### config.mk
export PLATFORM = sky130hd
export DESIGN_NAME = decoder_onehot_stream
export DESIGN_NICKNAME = d
export VERILOG_FILES = /design/src/rtl/decoder_pkg.sv /design/src/rtl/decoder_onehot_stream.sv
export SDC_FILE = /design/constraint.sdc
export NUM_CORES = 1
export LEC_CHECK = 0
export BUFFER_PORTS_ARGS = -buffer_cell sky130_fd_sc_hd__buf_4
export CELL_PAD_IN_SITES_DETAIL_PLACEMENT = 1
export CELL_PAD_IN_SITES_GLOBAL_PLACEMENT = 1
export CORE_MARGIN = 4
export CORE_UTILIZATION = 30
export DETAILED_ROUTE_END_ITERATION = 8
export PLACE_DENSITY = 0.67
export SETUP_SLACK_MARGIN = 0.4
export SLEW_MARGIN = 20
export SYNTH_ARGS = -nofsm -noshare
export SYNTH_HDL_FRONTEND = slang
export SYNTH_SLANG_ARGS = --single-unit
### constraint.sdc
create_clock -name clk -period 2.8 [get_ports clk]
set_clock_uncertainty 0.15 [all_clocks]
set_input_delay 0.7 -clock clk [delete_from_list [all_inputs] [get_ports clk]]
set_output_delay 0.7 -clock clk [all_outputs]
set_load 0.02 [all_outputs]
### src/rtl/decoder_pkg.sv
// Shared types and helpers for the streaming one-hot decoder.
package decoder_pkg;

    localparam int unsigned MAX_N     = 6;
    localparam int unsigned MAX_OUT_W = 64;

    localparam logic MODE_DIRECT = 1'b0;
    localparam logic MODE_SCAN   = 1'b1;

    typedef enum logic [1:0] {
        IDLE = 2'd0,
        HOLD = 2'd1,
        SCAN = 2'd2
    } state_e;

    // Widest one-hot image of a code; callers truncate to their own width.
    function automatic logic [MAX_OUT_W-1:0] onehot(input logic [MAX_N-1:0] code);
        logic [MAX_OUT_W-1:0] v;
        v       = '0;
        v[code] = 1'b1;
        return v;
    endfunction

endpackage

### src/rtl/decoder_onehot_stream.sv
// Registered binary-to-one-hot decoder with valid/ready handshake and a
// self-sequencing scan mode driven by a persistent code counter.
module decoder_onehot_stream
    import decoder_pkg::*;
#(
    parameter  int unsigned N     = 2,
    localparam int unsigned OUT_W = 2**N
) (
    input  logic             clk,
    input  logic             rst,
    input  logic             mode,
    input  logic             in_valid,
    input  logic [N-1:0]     code,
    output logic             in_ready,
    input  logic             scan_en,
    input  logic             out_ready,
    output logic             out_valid,
    output logic [OUT_W-1:0] out,
    output logic [N-1:0]     out_code,
    output logic             scan_wrap
);

    state_e           r_state;
    logic [N-1:0]     r_code;
    logic [OUT_W-1:0] r_out;
    logic             r_valid;
    logic [N-1:0]     r_cnt;
    logic             r_wrap;

    state_e           w_state_nxt;
    logic [N-1:0]     w_code_nxt;
    logic             w_valid_nxt;
    logic [N-1:0]     w_cnt_nxt;
    logic             w_wrap_nxt;

    logic             w_in_ready;
    logic             w_in_fire;
    logic             w_out_fire;
    logic             w_scan_go;
    logic             w_last;
    logic [N-1:0]     w_cnt_adv;

    // The slot can refill in the same cycle only when a DIRECT item is leaving.
    assign w_in_ready = ~rst & (mode == MODE_DIRECT)
                      & ((r_state == IDLE) | ((r_state == HOLD) & out_ready));
    assign w_in_fire  = in_valid & w_in_ready;
    assign w_out_fire = r_valid & out_ready;
    assign w_scan_go  = (mode == MODE_SCAN) & scan_en;
    assign w_last     = (r_code == {N{1'b1}});

    // Counter only advances when a scan item is consumed, so it survives pauses.
    assign w_cnt_adv  = ((r_state == SCAN) && w_out_fire) ? r_cnt + N'(1) : r_cnt;

    always_comb begin
        w_state_nxt = r_state;
        w_code_nxt  = r_code;
        w_valid_nxt = r_valid;
        w_cnt_nxt   = w_cnt_adv;
        w_wrap_nxt  = (r_state == SCAN) & w_out_fire & w_last;

        case (r_state)
            IDLE: begin
                if (w_in_fire) begin
                    w_state_nxt = HOLD;
                    w_code_nxt  = code;
                    w_valid_nxt = 1'b1;
                end else if (w_scan_go) begin
                    w_state_nxt = SCAN;
                    w_code_nxt  = w_cnt_adv;
                    w_valid_nxt = 1'b1;
                end
            end
            HOLD: begin
                if (w_out_fire) begin
                    if (w_in_fire) begin
                        w_code_nxt = code;
                    end else if (w_scan_go) begin
                        w_state_nxt = SCAN;
                        w_code_nxt  = w_cnt_adv;
                    end else begin
                        w_state_nxt = IDLE;
                        w_valid_nxt = 1'b0;
                    end
                end
            end
            SCAN: begin
                if (w_out_fire) begin
                    if (w_scan_go) begin
                        w_code_nxt = w_cnt_adv;
                    end else begin
                        w_state_nxt = IDLE;
                        w_valid_nxt = 1'b0;
                    end
                end
            end
            default: begin
                w_state_nxt = IDLE;
                w_valid_nxt = 1'b0;
            end
        endcase
    end

    always_ff @(posedge clk or posedge rst) begin
        if (rst) begin
            r_state <= IDLE;
            r_code  <= '0;
            r_out   <= '0;
            r_valid <= 1'b0;
            r_cnt   <= '0;
            r_wrap  <= 1'b0;
        end else begin
            r_state <= w_state_nxt;
            r_code  <= w_code_nxt;
            r_out   <= w_valid_nxt ? OUT_W'(onehot(MAX_N'(w_code_nxt))) : '0;
            r_valid <= w_valid_nxt;
            r_cnt   <= w_cnt_nxt;
            r_wrap  <= w_wrap_nxt;
        end
    end

    assign in_ready  = w_in_ready;
    assign out_valid = r_valid;
    assign out       = r_out;
    assign out_code  = r_code;
    assign scan_wrap = r_wrap;

endmodule

# Yosys cells after proc, flatten, opt, wreduce, memory -nomap -nowiden
# Cells that the tools add are included.
[op_classes]
n_bitwise = 11
n_eq_ne = 8
n_addsub = 1
reduce_logical = 4
mux = 24
order_cmp = 2
[ops]
columns = ["cell", "count"]
rows = [
  ["$mux 2", 12],
  ["$pmux 2 s3", 2],
  ["$and 1x1->1", 8],
  ["$ne 2x2->1 const B", 4],
  ["$lt 2x7->1 const B", 1],
  ["$mux 1", 7],
  ["$reduce_and 5->1", 1],
  ["$eq 2x2->1 const B", 2],
  ["$mux 4", 1],
  ["$ne 3x3->1 const B", 1],
  ["$pmux 1 s3", 1],
  ["$add 2x1->2 const B", 1],
  ["$demux 1 s2", 1],
  ["$eq 2x1->1 const B", 1],
  ["$ge 2x1->1 const B", 1],
  ["$logic_and 1x1->1", 2],
  ["$logic_not 2->1", 1],
  ["$not 1->1", 2],
  ["$or 1x1->1", 1],
]
[totals]
wordCells = 56
inputBits = 8
reg_bits = 12
output_inout_bits = 9

# Logic depth before layout (Yosys ltp)
[logic_depth]
word_depth = 13
mapped_depth = 6
mapped_depth_nobuf = 5

# Worst setup path before layout
# No wires, ideal clock.
[synth_path]
kind = "input port to flip-flop"
startpoint = "input rst"
endpoint = "register r_out[3] (netlist: out[3])"
path_slack_ps = 537
setup_ps = 88
cell_stages = 5
path_buffers = 0
t_required_ps = 2562
arrival_ps = 2024
path_cell_list = "nand2b_1 > or4_4 > a21o_1 > a311o_1 > nor3b_1"
[synth_between]
elab_chain_len = 12
word_cells_on_any_way = 17
classes_between = "order compare: 2; mux: 10; bitwise: 4; reduce/logical: 1"
[synth_lines]
columns = ["item", "line", "rtl"]
rows = [
  ["start, declared", "decoder_onehot_stream.sv:10", "input logic rst,"],
  ["$not 1->1 *", "decoder_onehot_stream.sv:44", "assign w_in_ready = ~rst & (mode == MODE_DIRECT)"],
  ["$and 1x1->1 *", "decoder_onehot_stream.sv:44", ""],
  ["$and 1x1->1 *", "decoder_onehot_stream.sv:45", "& ((r_state == IDLE) | ((r_state == HOLD) & out_ready));"],
  ["$and 1x1->1 *", "decoder_onehot_stream.sv:46", "assign w_in_fire = in_valid & w_in_ready;"],
  ["$mux 2", "decoder_onehot_stream.sv:75", "if (w_in_fire) begin"],
  ["$mux 2", "decoder_onehot_stream.sv:74", "if (w_out_fire) begin"],
  ["$pmux 2 s3", "decoder_onehot_stream.sv:61", "case (r_state)"],
  ["$lt 2x7->1 (not written as such) / $ge 2x1->1 (equally long branches)", "decoder_pkg.sv:20", "v[code] = 1'b1;"],
  ["$logic_and 1x1->1 (not written as such)", "decoder_pkg.sv:20", ""],
  ["$mux 1 (not written as such)", "decoder_pkg.sv:20", ""],
  ["$demux 1 s2", "decoder_pkg.sv:20", ""],
  ["$mux 4 *", "decoder_onehot_stream.sv:114", "r_out <= w_valid_nxt ? OUT_W'(onehot(MAX_N'(w_code_nxt))) : '0;"],
  ["end signal, assigned", "decoder_onehot_stream.sv:114", ""],
  ["end, declared", "decoder_onehot_stream.sv:25", "logic [OUT_W-1:0] r_out;"],
]
# Every way passes the cells marked *; elsewhere a longest branch is shown, timed or not.
# A chain may end at the register's enable or synchronous reset.

# Final worst setup path
# Ends and elaborated chain as after synthesis.

==> metrics.cfg <==
[power]
clkPwrFrac_pct = 14.9
combPwrFrac_pct = 50.3
swShare_pct = 42.8
ir_drop_mv = 0.535
internal_power_uw = 540
p_seq_share_pct = 34.8
power.leakage_nw = 0.398
p_per_area_mw_per_mm2 = 1110
power.switching_uw = 404
total_power_uw = 944

[grt]
met2_usage_pct = 20.1
grt-busiest-layer = met2
met1_usage_pct = 19.1
use_met3_pct = 5.45
grt-ovfl-total = 0
grt_antenna_before_repair = 0
grt_pass1_vias = 580
grt_max_degree = 17
grt_pass1_wl_microns = 2840
grt_use_total_pct = 13.7

[setup_path]
worstPathMaxFanout = 5
worstReg2RegEnd = out[3]
worstSetupStartpointType = input pin
cp-end-kind = flop
crit_type = input pin to flop
cp_cell_sequence = buf_4 -> nand2b_1 -> or4_4 -> a21o_1 -> a311o_1 -> nor3b_1
cp_num_buf_inv = 1
slowest_stage = or4_4
critical_path_arrival_ns = 2.28
crit_path_max_incr_delay_ns = 0.46
worstRegToRegCells = 4
crit_family = simple AND/OR/NAND/NOR gates
rrSetupSlack_ns = 0.59
reg2reg_from = r_state[1]
cp.required_ns = 2.84

[final_layout]
final_cells = 111
areaGrowthSynthToFinish_pct = 30.4
utilization_pct = 42.4
n_antenna_cell = 0
final_cell_area_sq_um = 848
drive_gt1_share_pct = 34.5
fin_nets = 93

[placement]
portBuffers = 16
place_ws_ns = 0.281
placed_cell_area_sq_um = 803
placed_cells = 107
gp_congestion = 0.804
hpwl_microns = 1290

[cts]
cts_tree = done
h-tree-depth = 1
clkTransAtPathRegs_ns = 0.08
postCtsResizedCells = 0
clk_path_buf_depth = 2
clk_latency_ns = 0.28
cts_inserted_buffers = 3
cts_sinks = 12
holdBufCountCts = 0
cts_root_buf = clkbuf_4
cts_setup_buffers = 0

[logic_synthesis]
synthTopCellsByArea = dfrtp_1 46%, nor3b_1 3.5%, a21oi_1 3.1%, a311o_1 3.1%, nor3_1 3.1%
ys_seq_area_share_pct = 46.2
synth_ff_type = dfrtp_1
async_reset_ff_share_pct = 100
synth-seq-cells = 12
yosysTopAreaCell = dfrtp_1
synth_fp_nets = 73
synthCells = 65
synth_top_cell_area_share_pct = 46.2
synth_most_common_cell = dfrtp_1
synthesis.area_sq_um = 651
netlist_top_cells_count = 12 x dfrtp_1, 5 x inv_1, 4 x a21oi_1, 4 x nor3_1, 4 x o21ai_0
yosysWarnings = 0
yosysUniqueCellTypes = 34
syn_avg_cell_area_sq_um = 10.0
synth_edf_count = 0

[route]
drtPass1Iterations = 4
routedWlPerCell_microns = 15.5
drc = 0
totalWireLength_microns = 1730
ant_nets = 0
first_iter_violations = 8
vias = 597
viasPerCell = 5.38

[timing]
rsz0062_at_grt = false
tns_ns = 0
timing.hold.ws_ns = 0.286
setup_viol = 0
max_freq_mhz = 446
hold_violations = 0
slew_headroom_pct = 56.9
fin_crit_sh_pct = 80.1
slew_viol_final = 0
fin_ws_ns = 0.559
tightest_slew_ns = 0.641
post-route-min-period_ns = 2.24

[floorplanning]
die_h_microns = 54.6
die_x_microns = 54.6
placementRows = 16
start_util_pct = 32.5
ios = 17
core_sq_mm = 0.00200
die_area_sq_mm = 0.00298

[flow_run]
maxCapViolations = 0

[worst_hold_path]
hp-class = input pin to async pin

[run_status]
status = complete, no violations

how the worst max path moves through the flow:
stage,start,endpoint,slack [ns],cells after the start
4_1_cts,r_state[1],out[3],0.50,4
2_1_floorplan,rst,out[3],0.54,5
5_1_grt,rst,out[3],0.46,6
3_3_place_gp,rst,out[2],0.30,6
6_report,rst,out[3],0.56,6
3_5_place_dp,rst,out[3],0.28,6
power groups by stage:
stage	Sequential, mW	Combinational, mW	Clock [mW]
3_5_place_dp	0.331	0.459	0
2_1_floorplan	0.342	0.284	0
4_1_cts	0.328	0.465	0.144
3_3_place_gp	0.331	0.454	0
5_1_grt	0.344	0.523	0.155
6_report	0.329	0.475	0.141
metal layers:
| layer | part of all wire (%) | up-vias |
|---|---|---|
| met4 | 0 | 0 |
| li1 | - | 282 |
| met1 | 46 | 298 |
| met2 | 47 | 17 |
| met5 | 0 | - |
| met3 | 7.5 | 0 |
worst reg2reg max path, stage by stage (launching register included):
cell and delay, ns:
dfrtp_2 0.51, or4_4 0.61, a21o_1 0.20, a311o_1 0.42
nor3b_1 0.23
layout by cell type, fill, tap and decap left out, types with 2 or more instances in the layout:
cell type	count
dfrtp_1	11
o21ai_0	4
a311o_1	2
a21o_1	2
inv_1	5
a21oi_1	4
nand2_1	2
nor4_1	2
nor3_1	4
or2_2	2
nor3b_1	3
clkbuf_4	3
buf_4	17
area by class of cell:
cell class,count,area (sq um)
Fill cell,240,1150
Timing Repair Buffer,17,128
Sequential cell,12,302
Multi-Input combinational cell,46,330
Inverter,5,18.8
Clock buffer,4,36.3
Tap cell,27,33.8
cells by family after synthesis:
kind of cell	Yosys count	share of synthesized area, %
mux	1	1.54
compound gates	20	22.1
xor+xnor	1	1.35
simple gates	23	23.1
flops	12	46.2
fa+ha+maj	1	1.54
buf+inv	7	4.23
flip-flops by register name, summed over array words and instances (netlist names):
| register | count |
|---|---|
| r_cnt | 2 |
| out | 4 |
| r_state | 2 |
| out_valid | 1 |
| scan_wrap | 1 |
| out_code | 2 |
No activity file was read; power rests on OpenSTA's default activity.
